===== src/rtl/nlc_format_converter.sv =====
// nlc_format_converter
//   Fully pipelined bidirectional sample-format converter, no backpressure.
//   mode 0: INT_W-bit two's-complement ADC code (din[INT_W-1:0]) -> IEEE-754 single (exact).
//   mode 1: IEEE-754 single -> INT_W-bit integer, round-half-away-from-zero,
//           clamped to the INT_W range; NaN gives 0. Result sign-extended to 32 bits.
//   One result per accepted input, LAT=3 cycles after the sampling edge.
//
// Ports
//   clk      in   sole clock, rising edge
//   rst      in   asynchronous reset, active low
//   srdyi    in   input valid
//   mode     in   conversion direction (0: int->fp, 1: fp->int)
//   tag_i    in   channel tag, travels with the sample
//   din      in   input sample
//   srdyo    out  output valid (one cycle per accepted input)
//   dout     out  converted sample, held while srdyo=0
//   tag_o    out  tag of dout
//   mode_o   out  mode of dout
//   sat_o    out  mode-1 result clamped or NaN input
//   sat_cnt  out  number of saturated results, sticks at 255
module nlc_format_converter #(
  parameter int unsigned INT_W = 21,
  parameter int unsigned LAT   = 3
) (
  input  logic        clk,
  input  logic        rst,
  input  logic        srdyi,
  input  logic        mode,
  input  logic [3:0]  tag_i,
  input  logic [31:0] din,
  output logic        srdyo,
  output logic [31:0] dout,
  output logic [3:0]  tag_o,
  output logic        mode_o,
  output logic        sat_o,
  output logic [7:0]  sat_cnt
);

  localparam int unsigned P_W   = $clog2(INT_W);
  localparam int unsigned SH_W  = 5;
  localparam int unsigned SIG_W = 24;
  localparam int unsigned SUM_W = 26;
  // Smallest biased exponent whose magnitude (>= 2^INT_W) always clamps.
  localparam logic [7:0]  EXP_OVF = 8'(127 + INT_W);
  localparam logic [INT_W-1:0] INT_MAX_V = {1'b0, {(INT_W-1){1'b1}}};
  localparam logic [INT_W-1:0] INT_MIN_V = {1'b1, {(INT_W-1){1'b0}}};

  // ---------------------------------------------------------------------------
  // Valid shift chain: bit 0 = stage 1 (input capture), bit LAT-1 = last stage
  // before the output register.
  logic [LAT-1:0] vld_q, vld_d;

  // Stage 1: raw input capture
  logic        s1_mode_q;
  logic [3:0]  s1_tag_q;
  logic [31:0] s1_din_q;

  // Stage 2: decoded fields for both directions
  logic             s2_mode_q;
  logic [3:0]       s2_tag_q;
  logic             s2_m0_sign_q, s2_m0_sign_d;
  logic [INT_W-1:0] s2_m0_mag_q,  s2_m0_mag_d;
  logic [P_W-1:0]   s2_m0_msb_q,  s2_m0_msb_d;
  logic             s2_m1_sign_q, s2_m1_sign_d;
  logic             s2_m1_nan_q,  s2_m1_nan_d;
  logic             s2_m1_ovf_q,  s2_m1_ovf_d;
  logic             s2_m1_zero_q, s2_m1_zero_d;
  logic [SIG_W-1:0] s2_m1_sig_q,  s2_m1_sig_d;
  logic [SH_W-1:0]  s2_m1_sh_q,   s2_m1_sh_d;

  // Stage 3: final result
  logic        s3_mode_q;
  logic [3:0]  s3_tag_q;
  logic [31:0] s3_dout_q, s3_dout_d;
  logic        s3_sat_q,  s3_sat_d;

  // Output registers
  logic        srdyo_q;
  logic [31:0] dout_q;
  logic [3:0]  tag_o_q;
  logic        mode_o_q;
  logic        sat_o_q;
  logic [7:0]  sat_cnt_q, sat_cnt_d;

  assign vld_d = {vld_q[LAT-2:0], srdyi};

  // Stage 2 decode: int magnitude + leading-one position, float field split.
  logic [INT_W-1:0] m0_int;
  logic [7:0]       f_exp;
  logic [22:0]      f_man;

  always_comb begin
    m0_int       = s1_din_q[INT_W-1:0];
    s2_m0_sign_d = m0_int[INT_W-1];
    s2_m0_mag_d  = s2_m0_sign_d ? (~m0_int + INT_W'(1)) : m0_int;
    s2_m0_msb_d  = '0;
    for (int i = 0; i < int'(INT_W); i++) begin
      if (s2_m0_mag_d[i]) s2_m0_msb_d = P_W'(i);
    end

    f_exp        = s1_din_q[30:23];
    f_man        = s1_din_q[22:0];
    s2_m1_sign_d = s1_din_q[31];
    s2_m1_nan_d  = (f_exp == 8'hFF) && (f_man != '0);
    // Inf lands here too since 255 >= EXP_OVF.
    s2_m1_ovf_d  = !s2_m1_nan_d && (f_exp >= EXP_OVF);
    // Exponent below 126 means |x| < 0.5 (covers zero and denormals).
    s2_m1_zero_d = (f_exp < 8'd126);
    s2_m1_sig_d  = {1'b1, f_man};
    // Right shift that leaves the integer part of sig * 2^(exp-150).
    s2_m1_sh_d   = SH_W'(8'd150 - f_exp);
  end

  // Stage 3 compute: float assembly (mode 0) or round + clamp (mode 1).
  logic [22:0]      m0_man;
  logic [7:0]       m0_exp;
  logic [SUM_W-1:0] m1_sum;
  logic [SUM_W-1:0] m1_rnd;
  logic [INT_W-1:0] m1_res;
  logic             m1_sat;

  always_comb begin
    m0_man = 23'(24'(s2_m0_mag_q) << (P_W'(23) - s2_m0_msb_q));
    m0_exp = 8'd127 + 8'(s2_m0_msb_q);

    // Adding half an LSB before truncation gives ties-away-from-zero on magnitude.
    m1_sum = SUM_W'(s2_m1_sig_q) + (SUM_W'(1) << (s2_m1_sh_q - SH_W'(1)));
    m1_rnd = m1_sum >> s2_m1_sh_q;
    m1_res = '0;
    m1_sat = 1'b0;
    if (s2_m1_nan_q) begin
      m1_sat = 1'b1;
    end else if (s2_m1_zero_q) begin
      m1_res = '0;
    end else if (s2_m1_ovf_q) begin
      m1_res = s2_m1_sign_q ? INT_MIN_V : INT_MAX_V;
      m1_sat = 1'b1;
    end else if (!s2_m1_sign_q && (m1_rnd > SUM_W'(INT_MAX_V))) begin
      m1_res = INT_MAX_V;
      m1_sat = 1'b1;
    end else if (s2_m1_sign_q && (m1_rnd > SUM_W'(INT_MIN_V))) begin
      m1_res = INT_MIN_V;
      m1_sat = 1'b1;
    end else begin
      m1_res = s2_m1_sign_q ? INT_W'(SUM_W'(0) - m1_rnd) : INT_W'(m1_rnd);
    end

    s3_dout_d = '0;
    s3_sat_d  = 1'b0;
    if (s2_mode_q) begin
      s3_dout_d = {{(32-INT_W){m1_res[INT_W-1]}}, m1_res};
      s3_sat_d  = m1_sat;
    end else if (s2_m0_mag_q != '0) begin
      s3_dout_d = {s2_m0_sign_q, m0_exp, m0_man};
    end
  end

  // Saturation counter sticks at all-ones.
  always_comb begin
    sat_cnt_d = sat_cnt_q;
    if (vld_q[LAT-1] && s3_sat_q && (sat_cnt_q != 8'hFF)) sat_cnt_d = sat_cnt_q + 8'd1;
  end

  // Pipeline registers
  always_ff @(posedge clk or negedge rst) begin
    if (!rst) begin
      vld_q        <= '0;
      s1_mode_q    <= 1'b0;
      s1_tag_q     <= '0;
      s1_din_q     <= '0;
      s2_mode_q    <= 1'b0;
      s2_tag_q     <= '0;
      s2_m0_sign_q <= 1'b0;
      s2_m0_mag_q  <= '0;
      s2_m0_msb_q  <= '0;
      s2_m1_sign_q <= 1'b0;
      s2_m1_nan_q  <= 1'b0;
      s2_m1_ovf_q  <= 1'b0;
      s2_m1_zero_q <= 1'b0;
      s2_m1_sig_q  <= '0;
      s2_m1_sh_q   <= '0;
      s3_mode_q    <= 1'b0;
      s3_tag_q     <= '0;
      s3_dout_q    <= '0;
      s3_sat_q     <= 1'b0;
    end else begin
      vld_q        <= vld_d;
      s1_mode_q    <= mode;
      s1_tag_q     <= tag_i;
      s1_din_q     <= din;
      s2_mode_q    <= s1_mode_q;
      s2_tag_q     <= s1_tag_q;
      s2_m0_sign_q <= s2_m0_sign_d;
      s2_m0_mag_q  <= s2_m0_mag_d;
      s2_m0_msb_q  <= s2_m0_msb_d;
      s2_m1_sign_q <= s2_m1_sign_d;
      s2_m1_nan_q  <= s2_m1_nan_d;
      s2_m1_ovf_q  <= s2_m1_ovf_d;
      s2_m1_zero_q <= s2_m1_zero_d;
      s2_m1_sig_q  <= s2_m1_sig_d;
      s2_m1_sh_q   <= s2_m1_sh_d;
      s3_mode_q    <= s2_mode_q;
      s3_tag_q     <= s2_tag_q;
      s3_dout_q    <= s3_dout_d;
      s3_sat_q     <= s3_sat_d;
    end
  end

  // Output stage: payload updates only with a valid result, otherwise holds.
  always_ff @(posedge clk or negedge rst) begin
    if (!rst) begin
      srdyo_q   <= 1'b0;
      dout_q    <= '0;
      tag_o_q   <= '0;
      mode_o_q  <= 1'b0;
      sat_o_q   <= 1'b0;
      sat_cnt_q <= '0;
    end else begin
      srdyo_q   <= vld_q[LAT-1];
      sat_cnt_q <= sat_cnt_d;
      if (vld_q[LAT-1]) begin
        dout_q   <= s3_dout_q;
        tag_o_q  <= s3_tag_q;
        mode_o_q <= s3_mode_q;
        sat_o_q  <= s3_sat_q;
      end
    end
  end

  assign srdyo   = srdyo_q;
  assign dout    = dout_q;
  assign tag_o   = tag_o_q;
  assign mode_o  = mode_o_q;
  assign sat_o   = sat_o_q;
  assign sat_cnt = sat_cnt_q;

endmodule

===== config.mk =====
export PLATFORM = sky130hd
export DESIGN_NAME = nlc_format_converter
export DESIGN_NICKNAME = d
export VERILOG_FILES = /design/src/rtl/nlc_format_converter.sv
export SDC_FILE = /design/constraint.sdc
export NUM_CORES = 1
export LEC_CHECK = 0
export ABC_AREA = 1
export BUFFER_PORTS_ARGS = -buffer_cell sky130_fd_sc_hd__buf_2
export CAP_MARGIN = 40
export CORE_MARGIN = 2
export CORE_UTILIZATION = 25
export CTS_CLUSTER_DIAMETER = 100
export DETAILED_ROUTE_END_ITERATION = 10
export SYNTH_ARGS = -nofsm -noshare
export SYNTH_HDL_FRONTEND = slang
export SYNTH_SLANG_ARGS = --single-unit

===== constraint.sdc =====
create_clock -name clk -period 4.5 [get_ports clk]
set_input_delay 0.9 -clock clk [delete_from_list [all_inputs] [get_ports clk]]
set_output_delay 0.9 -clock clk [all_outputs]
set_load 0.03 [all_outputs]

==> results of run 1 <==
placed cells by master, fill, tap and decap left out, drive strengths merged, types with 8 or more instances in the layout:
cell      n
or2      12
xor2     33
xnor2     9
clkbuf   20
a31oi     8
mux2     37
nor3     28
buf     235
nor2    131
a21oi    41
nand3   218
mux2i     9
clkinv   12
inv     186
o21ai    77
dfrtp   188
nand2   486
ha       32
nand4    25
path summary, 6_finish.rpt:
kind	slack, ps	depth (start not counted)	end	startpoint
min	350	0	s3_tag_q[1]$_DFF_PN0_	s2_tag_q[1]$_DFF_PN0_
max reg2reg	-180	34	s3_dout_q[25]$_DFF_PN0_	s2_m1_sh_q[0]$_DFF_PN0_
max in group asynchronous	3060	2	s3_dout_q[2]$_DFF_PN0_	rst
min reg2reg	350	0	s3_tag_q[1]$_DFF_PN0_	s2_tag_q[1]$_DFF_PN0_
max	-180	34	s3_dout_q[25]$_DFF_PN0_	s2_m1_sh_q[0]$_DFF_PN0_
min in group asynchronous	490	1	sat_cnt[3]$_DFFE_PN0P_	rst
per-layer routing:
layer	share of wire	GRT usage	up-vias	wire length [um]
met5	0.00035	0	-	13
met4	0.020	0.04207	2	753
met3	0.050	0.02796	53	1859
met2	0.45	0.2424	290	16810
met1	0.48	0.2151	5278	18020
li1	-	-	5626	-
power by group through the flow:
stage | logic, W | clock network, W | registers (W)
after floorplan | 0.000900 | 0 | 0.00216
after global placement | 0.00160 | 0 | 0.00207
after detailed placement | 0.00162 | 0 | 0.00208
after CTS | 0.00169 | 0.00153 | 0.00204
after global routing | 0.00199 | 0.00161 | 0.00207
final | 0.00180 | 0.00148 | 0.00204
metrics by stage:
stage	util	setup TNS (ps)	area, um2	setup WS, ps
after detailed placement	0.2948	-7657	13780	-307.6
final	0.3296	-3602	15410	-181.4
after CTS	0.3170	-899.8	14820	-88.30
after floorplan	-	0	11910	38.16
after global routing	0.3296	-10440	15410	-379.7
after global placement	0.2948	-5660	13780	-236.1
cells by family after synthesis:
group	count (synthesis)	synth area share
adder cells (fa/ha/maj)	33	0.03534
buffers and inverters	241	0.07921
AO/OA/AOI/OAI	146	0.06764
multiplexers	46	0.04260
other	1	0.0003153
XOR/XNOR	42	0.03093
flip-flops	188	0.3955
AND/OR/NAND/NOR	914	0.3485
cells in the mapped netlist (3+ instances only):
master	count
a21oi_1	39
a31oi_1	8
and2_1	3
buf_1	7
buf_2	9
buf_4	5
clkbuf_1	34
clkinv_1	7
dfrtp_1	188
ha_1	32
inv_1	173
inv_2	5
mux2_2	37
mux2i_1	9
nand2_1	448
nand2_2	38
nand3_1	202
nand3_2	16
nand3b_1	7
nand4_1	24
nor2_1	113
nor2_2	14
nor2_4	4
nor3_1	25
o211ai_1	5
o21ai_0	75
or2_2	9
xnor2_1	9
xor2_1	33
layout make-up:
cell class | count | area, um2 | area share
clock buffer | 17 | 425.4 | 0.02760
clock inverter | 15 | 170.2 | 0.01104
multi-input combinational | 1182 | 6950 | 0.4510
tap | 607 | 759.5 | 0.04928
inverter | 185 | 700.7 | 0.04547
sequential | 188 | 4705 | 0.3053
timing repair buffer | 238 | 1700 | 0.1103
sequential cells by signal, indices dropped and copies added, names as in the netlist, 3 cells and up:
register / cells
s1_tag_q: 4
vld_q: 3
s2_m1_sh_q: 5
s2_tag_q: 4
s3_tag_q: 4
s1_din_q: 32
tag_o: 4
sat_cnt: 8
dout: 32
s3_dout_q: 32
s2_m0_mag_q: 20
s2_m0_msb_q: 5
s2_m1_sig_q: 24
worst register-to-register path, delay by kind of cell (launching register included):
| kind | cells | cell delay [ps] |
|---|---|---|
| and+or+nand+nor | 25 | 2660 |
| adders and majority gates | 3 | 780 |
| buffers and inverters | 4 | 460 |
| DFF | 1 | 410 |
| AOI/OAI and AO/OA | 2 | 250 |
timing repair:
| item | CTS | global route |
|---|---|---|
| endpoints found under the setup margin | 33 | 33 |
| pin swaps | 32 | 55 |
| setup buffers | 18 | 15 |
| gates resized for setup | 81 | 112 |
| gates cloned | 0 | 2 |
| hold endpoints to repair | 0 | 0 |
==> impl_results.md, run 1 <==
- IO Count: 87
- Internal: around 0.0033 W
- Core Area: ~47,000 um2
- Most common cell on crit path: nand2_2
- Critical path's top delay family: simple AND/OR/NAND/NOR gates
- I/O Buffers: 86
- Largest net degree at the start of global routing: approximately 110
- Crit path kind: register to register
- Power Total: 0.005323 W
- Area leader, netlist: dfrtp_1
- DR WL/cell: ~15 um
- Worst Path Max Fanout: 6
- Mapped Cells: ~1,600
- Comb pwr share: 0.338
- Minimum hold slack: 348.5 ps
- CTS root buf: clkbuf_16
- H-tree Lvls: 4
- Gpl congestion: 0.9162
- Vias in the first global route: around 11,000
- # fillers: just under 5,000
- Net Sw Frac: 0.3759
- Detail Placement HPWL: 29,970 um
- Latest clock arrival within the worst-skew pair: 450 ps
- Post-synth EDFFs: 0
- Hold buffers post-CTS: 0
- Max VDD drop: 0.3321 mV
- Post-route DRC: 0
- Die Ht: 222.1 um
- Vias per inst: 4.625
- CTS Buffer Depth: 2
- RSZ-0062 raised after global routing: true
- Synth Flop Type: dfrtp_1
- WL final: approximately 37,000 um
- First-pass GRT wire length: between 50,000 and 60,000 um
- Hold crit path type: register to register
- Congestion Overflow GR: 0
- Max transition margin: 0.3753
- ANT cells: 0
- Seq pwr share: 0.384
- Delay of the slowest critical-path stage: about 420 ps
- Clk network pwr share: 0.278
- Clock skew: roughly 25 ps
- Top post-synthesis cells by area: dfrtp_1 40%, nand2_1 14%, nand3_1 8.5%
- Final worst path period share: 1.040
- Worst-path clk slew: roughly 80 ps
- Final setup viols: 33
- Post-synthesis cell area: ~12,000 um2
- Syn Area/Cell: between 7 and 8 um2
- Pre-antenna DRT Iters: 7
- Final-report hold violation count: 0
- Crit start category: register
- Die area: approximately 49,000 um2
- Num Clock Sinks: approximately 190
- Post-synthesis async set-or-reset flop share: 1.000
- Fin crit period: 4681 ps
- Sequential fraction of the synthesis area: 0.3955
- Synth Register Bits: 188
- F_max: roughly 0.21 GHz
- TritonCTS clock tree: done
- Via count: around 11,000
- Psw: between 0.002 and 0.0025 W
- Post-Place Cells: roughly 2,400
- Worst Path Arrival: 5020 ps
- Worst slew pin tran: approximately 940 ps
- GR Util All Layers: 0.1537
- Layout area overhead: 29.56%
- Synth top area share: 0.3955
- Drt first-iter violations: 860
- Antenna violations before repair: 1
- Initial Utilization: 0.2544
- NumNets Final: about 1,900
- CP Capture Type: register
- Syn. warnings: 0
- Max-Cap Viols: 0
- Syn_nets: 1,684
- Leak: 7.735 nW
- Die width: roughly 220 um
- Status: finished, violations left
- Share of cells above drive strength 1: 0.2915
- Non-filler cells, final: roughly 2,400
- Max stage delay cell, worst path: fa_2
- Rows: 79
- Worst Path Required: between 4000 and 5000 ps
- Final WS setup: -181.4 ps
- Num CTS Buffers: 17
- Failing checks: setup timing
- Buf/Inv on CP: 4
- Yosys cell types: 55
- Antenna Nets Post-Route: 0
- Cell area power density: approximately 350 nW/um2
- Slew Viols, Final: 0
No activity file was read; power rests on OpenSTA's default activity.
==> run 2: changes to the inputs <==
--- a/config.mk
+++ b/config.mk
@@ -8,10 +8,10 @@
 export ABC_AREA = 1
 export BUFFER_PORTS_ARGS = -buffer_cell sky130_fd_sc_hd__buf_2
 export CAP_MARGIN = 40
-export CORE_MARGIN = 2
 export CORE_UTILIZATION = 25
 export CTS_CLUSTER_DIAMETER = 100
 export DETAILED_ROUTE_END_ITERATION = 10
+export SLEW_MARGIN = 20
 export SYNTH_ARGS = -nofsm -noshare
 export SYNTH_HDL_FRONTEND = slang
 export SYNTH_SLANG_ARGS = --single-unit
==> impl_results.md, run 2 (synthesis gave the netlist of run 1 again) <==
- Status: finished, violations left
- Failing checks: DRC
- Max-Cap Viols: 0 (unchanged)
- Delay of the slowest critical-path stage: 450 ps (+30 ps)
- I/O Buffers: 86 (unchanged)
- Vias per inst: 4.613 (-0.28%)
- Die Ht: 220.1 um (-0.90%)
- GR peak layer: met2
- NumNets Final: 1,859 (-1.4%)
- Crit path kind: register to register
- Worst Path Max Fanout: 6 (unchanged)
- Buf/Inv on CP: 4 (unchanged)
- Drt first-iter violations: 790 (-8.1%)
- Vias in the first global route: 10,493 (-6.0%)
- Via count: 11,098 (-1.3%)
- Clk network pwr share: 0.282 (+0.004)
- Congestion Overflow GR: 0 (unchanged)
- Worst slew pin tran: 820.5 ps (-116.7 ps)
- Met1 Usage GRT: 0.2154 (+0.0002821)
- CTS root buf: clkbuf_16
- Core Area: 46,750 um2 (unchanged)
- FF-to-FF Start: s2_m1_sh_q[1]$_DFF_PN0_
- Pre-antenna DRT Iters: 10 (+3)
- Seq pwr share: 0.386 (+0.002)
- TritonCTS clock tree: done
- DR WL/cell: 15.05 um (-2.3%)
- Share of cells above drive strength 1: 0.2918 (+0.0003219)
- Final-report hold violation count: 0 (unchanged)
- Minimum hold slack: 348.9 ps (+0.4090 ps)
- CP Capture Type: register
- Num CTS Buffers: 17 (unchanged)
- Final worst path period share: 0.9793 (-0.06101)
- Clock skew: 23.08 ps (-1.826 ps)
- GR Util met3: 0.02062 (-0.007343)
- ANT cells: 0 (unchanged)
- Psw: 0.001977 W (-1.2%)
- Crit start category: register
- H-tree Lvls: 4 (unchanged)
- GR Util All Layers: 0.1502 (-0.003494)
- Cell area power density: 344.2 nW/um2 (-0.34%)
- Antenna Nets Post-Route: 0 (unchanged)
- RSZ-0062 raised after global routing: true
- Max VDD drop: 0.2751 mV (-17%)
- Worst-path clk slew: 90 ps (about the same)
- Final setup viols: 0 (-100%)
- Most common cell after layout, fill and taps aside: nand2_1
- Initial Utilization: 0.2544 (unchanged)
- Leak: 7.620 nW (-1.5%)
- Largest net degree at the start of global routing: 84 (-22%)
- Max transition margin: 0.4530 (+0.07778)
- IO Count: 87 (unchanged)
- Power Total: 0.005256 W (-1.3%)
- CTS Buffer Depth: 2 (unchanged)
- Slew Viols, Final: 0 (unchanged)
- Internal: 0.003278 W (-1.3%)
- Die area: 48,460 um2 (-1.8%)
- Worst Path Arrival: 4740 ps (-280 ps)
- Flop2flop setup slack: 90 ps (+270 ps)
- WL final: 36,220 um (-3.3%)
- Worst Path Required: 4830 ps (about the same)
- Reg2Reg Depth: 36 (+5.9%)
- Hold buffers post-CTS: 0 (unchanged)
- GR met2 Demand/Resource: 0.2368 (-0.005598)
- Latest clock arrival within the worst-skew pair: 460 ps (about the same)
- Post-route DRC: 11 (+11)
- First-pass GRT wire length: 56,640 um (-5.4%)
- Layout area overhead: 28.36%
- Antenna violations before repair: 0 (-1)
- Rows: 79 (unchanged)
- Die width: 220.1 um (-0.90%)
- Net Sw Frac: 0.3762 (about the same)
- Comb pwr share: 0.332 (-0.006)
- Most frequent cells in the layout: 406 x nand2_1, 186 x dfrtp_1, 174 x nand3_1, 163 x inv_1, 114 x buf_4
- RR Endpoint: s3_dout_q[27]$_DFF_PN0_
- Fin crit period: 4407 ps (-274.6 ps)
- F_max: 0.2269 GHz (+6.2%)
- Num Clock Sinks: 188 (unchanged)
- Setup crit start: s2_m1_sh_q[1]$_DFF_PN0_
- Gpl congestion: 0.9614 (+4.9%)
- Most common cell on crit path: nand2_2
- Hold crit path type: primary input to asynchronous set/reset pin
- Detail Placement HPWL: 29,050 um (-3.1%)
- Critical path's top delay family: simple AND/OR/NAND/NOR gates
- Max stage delay cell, worst path: dfrtp_2
[run 2: metal layers]
metal / part of all wire / vias up
met3: 0.048 / 51
met5: 0 / -
li1: - / 5563
met4: 0.023 / 0
met1: 0.48 / 5186
met2: 0.45 / 298
[run 2: power groups by stage]
stage	Combinational, W	Sequential, W	Clock (W)
finish	0.00175	0.00203	0.00148
detailed placement	0.00159	0.00207	0
CTS	0.00160	0.00203	0.00153
global placement	0.00157	0.00206	0
global route	0.00192	0.00205	0.00160
floorplan	0.000900	0.00216	0
[run 2: cell type report]
class,count,area [um2]
Sequential cell,188,4707
Fill cell,4939,31490
Multi-Input combinational cell,1182,6983
Clock inverter,15,167.7
Inverter,185,705.7
Tap cell,607,759.5
Clock buffer,17,425.4
Timing Repair Buffer,212,1520
[run 2: repair_timing]
item	4_1_cts	5_1_grt
buffers inserted	1	21
pin swaps	3	50
endpoints found under the hold margin	0	0
resized for setup	20	196
setup endpoints to repair	33	33
gates cloned	0	1
[run 2: worst max-delay path by stage]
stage                                    endpoint  slack, ps  cells past startpoint
after floorplan           s3_dout_q[22]$_DFF_PN0_         40                     37
after global placement    s3_dout_q[27]$_DFF_PN0_       -270                     37
after detailed placement  s3_dout_q[27]$_DFF_PN0_       -330                     38
after CTS                  s3_dout_q[0]$_DFF_PN0_          4                     32
after global routing      s3_dout_q[27]$_DFF_PN0_       -180                     37
final                     s3_dout_q[27]$_DFF_PN0_         90                     36
[run 2: stage by stage]
stage	instance area [um2]	setup WS [ps]	util	setup TNS, ps	cells
6_report	15270	93.17	0.3266	0	2406
5_1_grt	15270	-177.7	0.3266	-3949	2406
4_1_cts	14380	4.458	0.3075	0	2383
3_5_place_dp	13690	-332.5	0.2928	-8547	2350
3_3_place_gp	13660	-272.4	0.2922	-6693	2349
2_1_floorplan	11910	38.16	-	0	1611
[run 2: worst register-to-register path, delay by kind of cell (launching register included)]
| family | cells | cell delay, ps |
|---|---|---|
| buffers and inverters | 4 | 360 |
| adders and majority gates | 2 | 610 |
| AOI/OAI and AO/OA | 1 | 160 |
| DFF | 1 | 450 |
| and+or+nand+nor | 29 | 2710 |
==> run 3: changes to the inputs <==
--- a/config.mk
+++ b/config.mk
@@ -11,6 +11,7 @@
 export CORE_UTILIZATION = 25
 export CTS_CLUSTER_DIAMETER = 100
 export DETAILED_ROUTE_END_ITERATION = 10
+export RECOVER_POWER = 100
 export SLEW_MARGIN = 20
 export SYNTH_ARGS = -nofsm -noshare
 export SYNTH_HDL_FRONTEND = slang
==> impl_results.md, run 3 (synthesis gave the netlist of run 1 again) <==
- Initial Utilization: 0.2544 (unchanged)
- GR Util All Layers: 0.1502 (unchanged)
- Slew Viols, Final: 162 (+162)
- Power Total: 0.005237 W (-0.35%)
- Final WS setup: 101.5 ps (+8.355 ps)
- Congestion Overflow GR: 0 (unchanged)
- Most frequent cells in the layout: 406 x nand2_1, 186 x dfrtp_1, 174 x nand3_1, 163 x inv_1, 113 x buf_4
- Final-report hold violation count: 0 (unchanged)
- Share of cells above drive strength 1: 0.2635 (-0.02835)
- Num Clock Sinks: 188 (unchanged)
- Hold crit path type: register to register
- WL final: 36,300 um (+0.23%)
- Gpl congestion: 0.9614 (unchanged)
- Met3 Wirelength: 1537 um (-12%)
- Max stage delay cell, worst path: dfrtp_2
- Die Ht: 220.1 um (unchanged)
- Final setup viols: 0 (unchanged)
- Detail Placement HPWL: 29,050 um (unchanged)
- Most common cell on crit path: nand3_1
- Worst slew pin tran: 2167 ps (+1346 ps)
- Worst-path clk slew: 70 ps (-20 ps)
- Setup crit start: s2_m1_sh_q[1]$_DFF_PN0_
- Crit start category: register
- Final worst path period share: 0.9774 (-0.001857)
- Core Area: 46,750 um2 (unchanged)
- CTS root buf: clkbuf_16
- First-pass GRT wire length: 56,640 um (unchanged)
- Max-Cap Viols: 3 (+3)
- FF-to-FF Start: s2_m1_sh_q[1]$_DFF_PN0_
- Place WS: -332.5 ps (unchanged)
- Hold buffers post-CTS: 0 (unchanged)
- TritonCTS clock tree: done
- Latest clock arrival within the worst-skew pair: 460 ps (about the same)
- Clock skew: 28.29 ps (+5.211 ps)
- Layout area overhead: 27.51%
- I/O Buffers: 86 (unchanged)
- Vias per inst: 4.589 (-0.52%)
- Max Used Layer: met4
- Cell area power density: 345.3 nW/um2 (+0.32%)
- Worst Path Required: 4810 ps (-20 ps)
- DR WL/cell: 15.09 um (+0.23%)
- Most common cell after layout, fill and taps aside: nand2_1
- Worst Path Arrival: 4710 ps (-30 ps)
- Max VDD drop: 0.2750 mV (about the same)
- Num CTS Buffers: 17 (unchanged)
- CTS Buffer Depth: 2 (unchanged)
- Vias in the first global route: 10,493 (unchanged)
- Antenna Nets Post-Route: 0 (unchanged)
- Pre-antenna DRT Iters: 10 (unchanged)
- Fin crit period: 4398 ps (-8.355 ps)
- Status: finished, violations left
- Antenna violations before repair: 0 (unchanged)
- H-tree Lvls: 4 (unchanged)
- Die area: 48,460 um2 (unchanged)
- Drt first-iter violations: 727 (-8.0%)
- Max transition margin: -0.4444 (-0.8974)
- Via count: 11,040 (-0.52%)
- WL met1: 17,780 um (+2.0%)
- Metal2 WL: 16,200 um (about the same)
- NumNets Final: 1,859 (unchanged)
- Die width: 220.1 um (unchanged)
- Crit path kind: register to register
- Largest net degree at the start of global routing: 84 (unchanged)
- Rows: 79 (unchanged)
- Failing checks: DRC, capacitance limit, slew limit
- RSZ-0062 raised after global routing: true
- ANT cells: 0 (unchanged)
- Hold_sp: s1_tag_q[2]$_DFF_PN0_
- CP Capture Type: register
- Leak: 7.435 nW (-2.4%)
- Delay of the slowest critical-path stage: 450 ps (about the same)
- IO Count: 87 (unchanged)
- Worst Path Max Fanout: 8 (+2)
- Post-route setup TNS: 0 ps (unchanged)
- F_max: 0.2274 GHz (+0.19%)
- Post-route DRC: 10 (-1)
-- run 3: changes by cell type in the layout (fill, tap and decap cells not counted) --
cell / delta
clkbuf_2: +1
buf_2: -48
buf_16: -1
buf_4: -1
clkbuf_8: -1
clkbuf_1: +50
nor3_2: -1
nor3_1: +1
-- run 3: stage by stage --
stage / util / instances / area, um2 / hold slack, ps
floorplan: - / 1611 / 11910 / 331.2
global placement: 0.2922 / 2349 / 13660 / 332.2
detailed placement: 0.2928 / 2350 / 13690 / 334.7
CTS: 0.3075 / 2383 / 14380 / 337.2
global route: 0.3244 / 2406 / 15170 / 354.4
finish: 0.3244 / 2406 / 15170 / 346.9
-- run 3: worst paths after layout --
kind                            slack, ps                       to  cells after the start
worst max register to register        100  s3_dout_q[13]$_DFF_PN0_                     31
max in group asynchronous             710  s2_m1_sh_q[1]$_DFF_PN0_                      3
worst max-delay path                  100  s3_dout_q[13]$_DFF_PN0_                     31
min in group asynchronous             970      dout[6]$_DFFE_PN0P_                      1
worst min register to register        350    s2_tag_q[2]$_DFF_PN0_                      0
worst min-delay path                  350    s2_tag_q[2]$_DFF_PN0_                      0
-- run 3: critical path, delay by kind of cell, from the launching register on --
kind                     cells  cell delay (ps)
AO/OA/AOI/OAI                2              190
XOR/XNOR                     1              150
adder cells (fa/ha/maj)      3              800
buffers and inverters        5              460
flip-flops                   1              450
AND/OR/NAND/NOR             20             2190
-- run 3: per-layer routing --
layer | track usage | up-vias
met5 | 0 | -
met4 | 0.03701 | 0
met3 | 0.02062 | 43
met2 | 0.2368 | 276
met1 | 0.2154 | 5163
li1 | - | 5558
-- run 3: timing repair --
action                                 in CTS  in global routing
gates resized for setup                    20                196
cloned                                      0                  1
pin swaps                                   3                 50
setup endpoints to repair                  33                 33
endpoints found under the hold margin       0                  0
buffers inserted                            1                 21
-- run 3: layout make-up --
cell class,count,area (um2)
repair buffers,212,1424
flip-flops and latches,188,4707
multi-input cells,1182,6978
well taps,607,759.5
fillers,4966,31590
clock buffers,17,425.4
clock inverters,15,167.7
inverters,185,705.7
-- run 3: power breakdown --
part / internal [W] / switching, W / total, W
combinational: 0.000621 / 0.00110 / 0.00172
sequential: 0.00188 / 0.000150 / 0.00203
clock: 0.000749 / 0.000735 / 0.00148
total: 0.00325 / 0.00199 / 0.00524
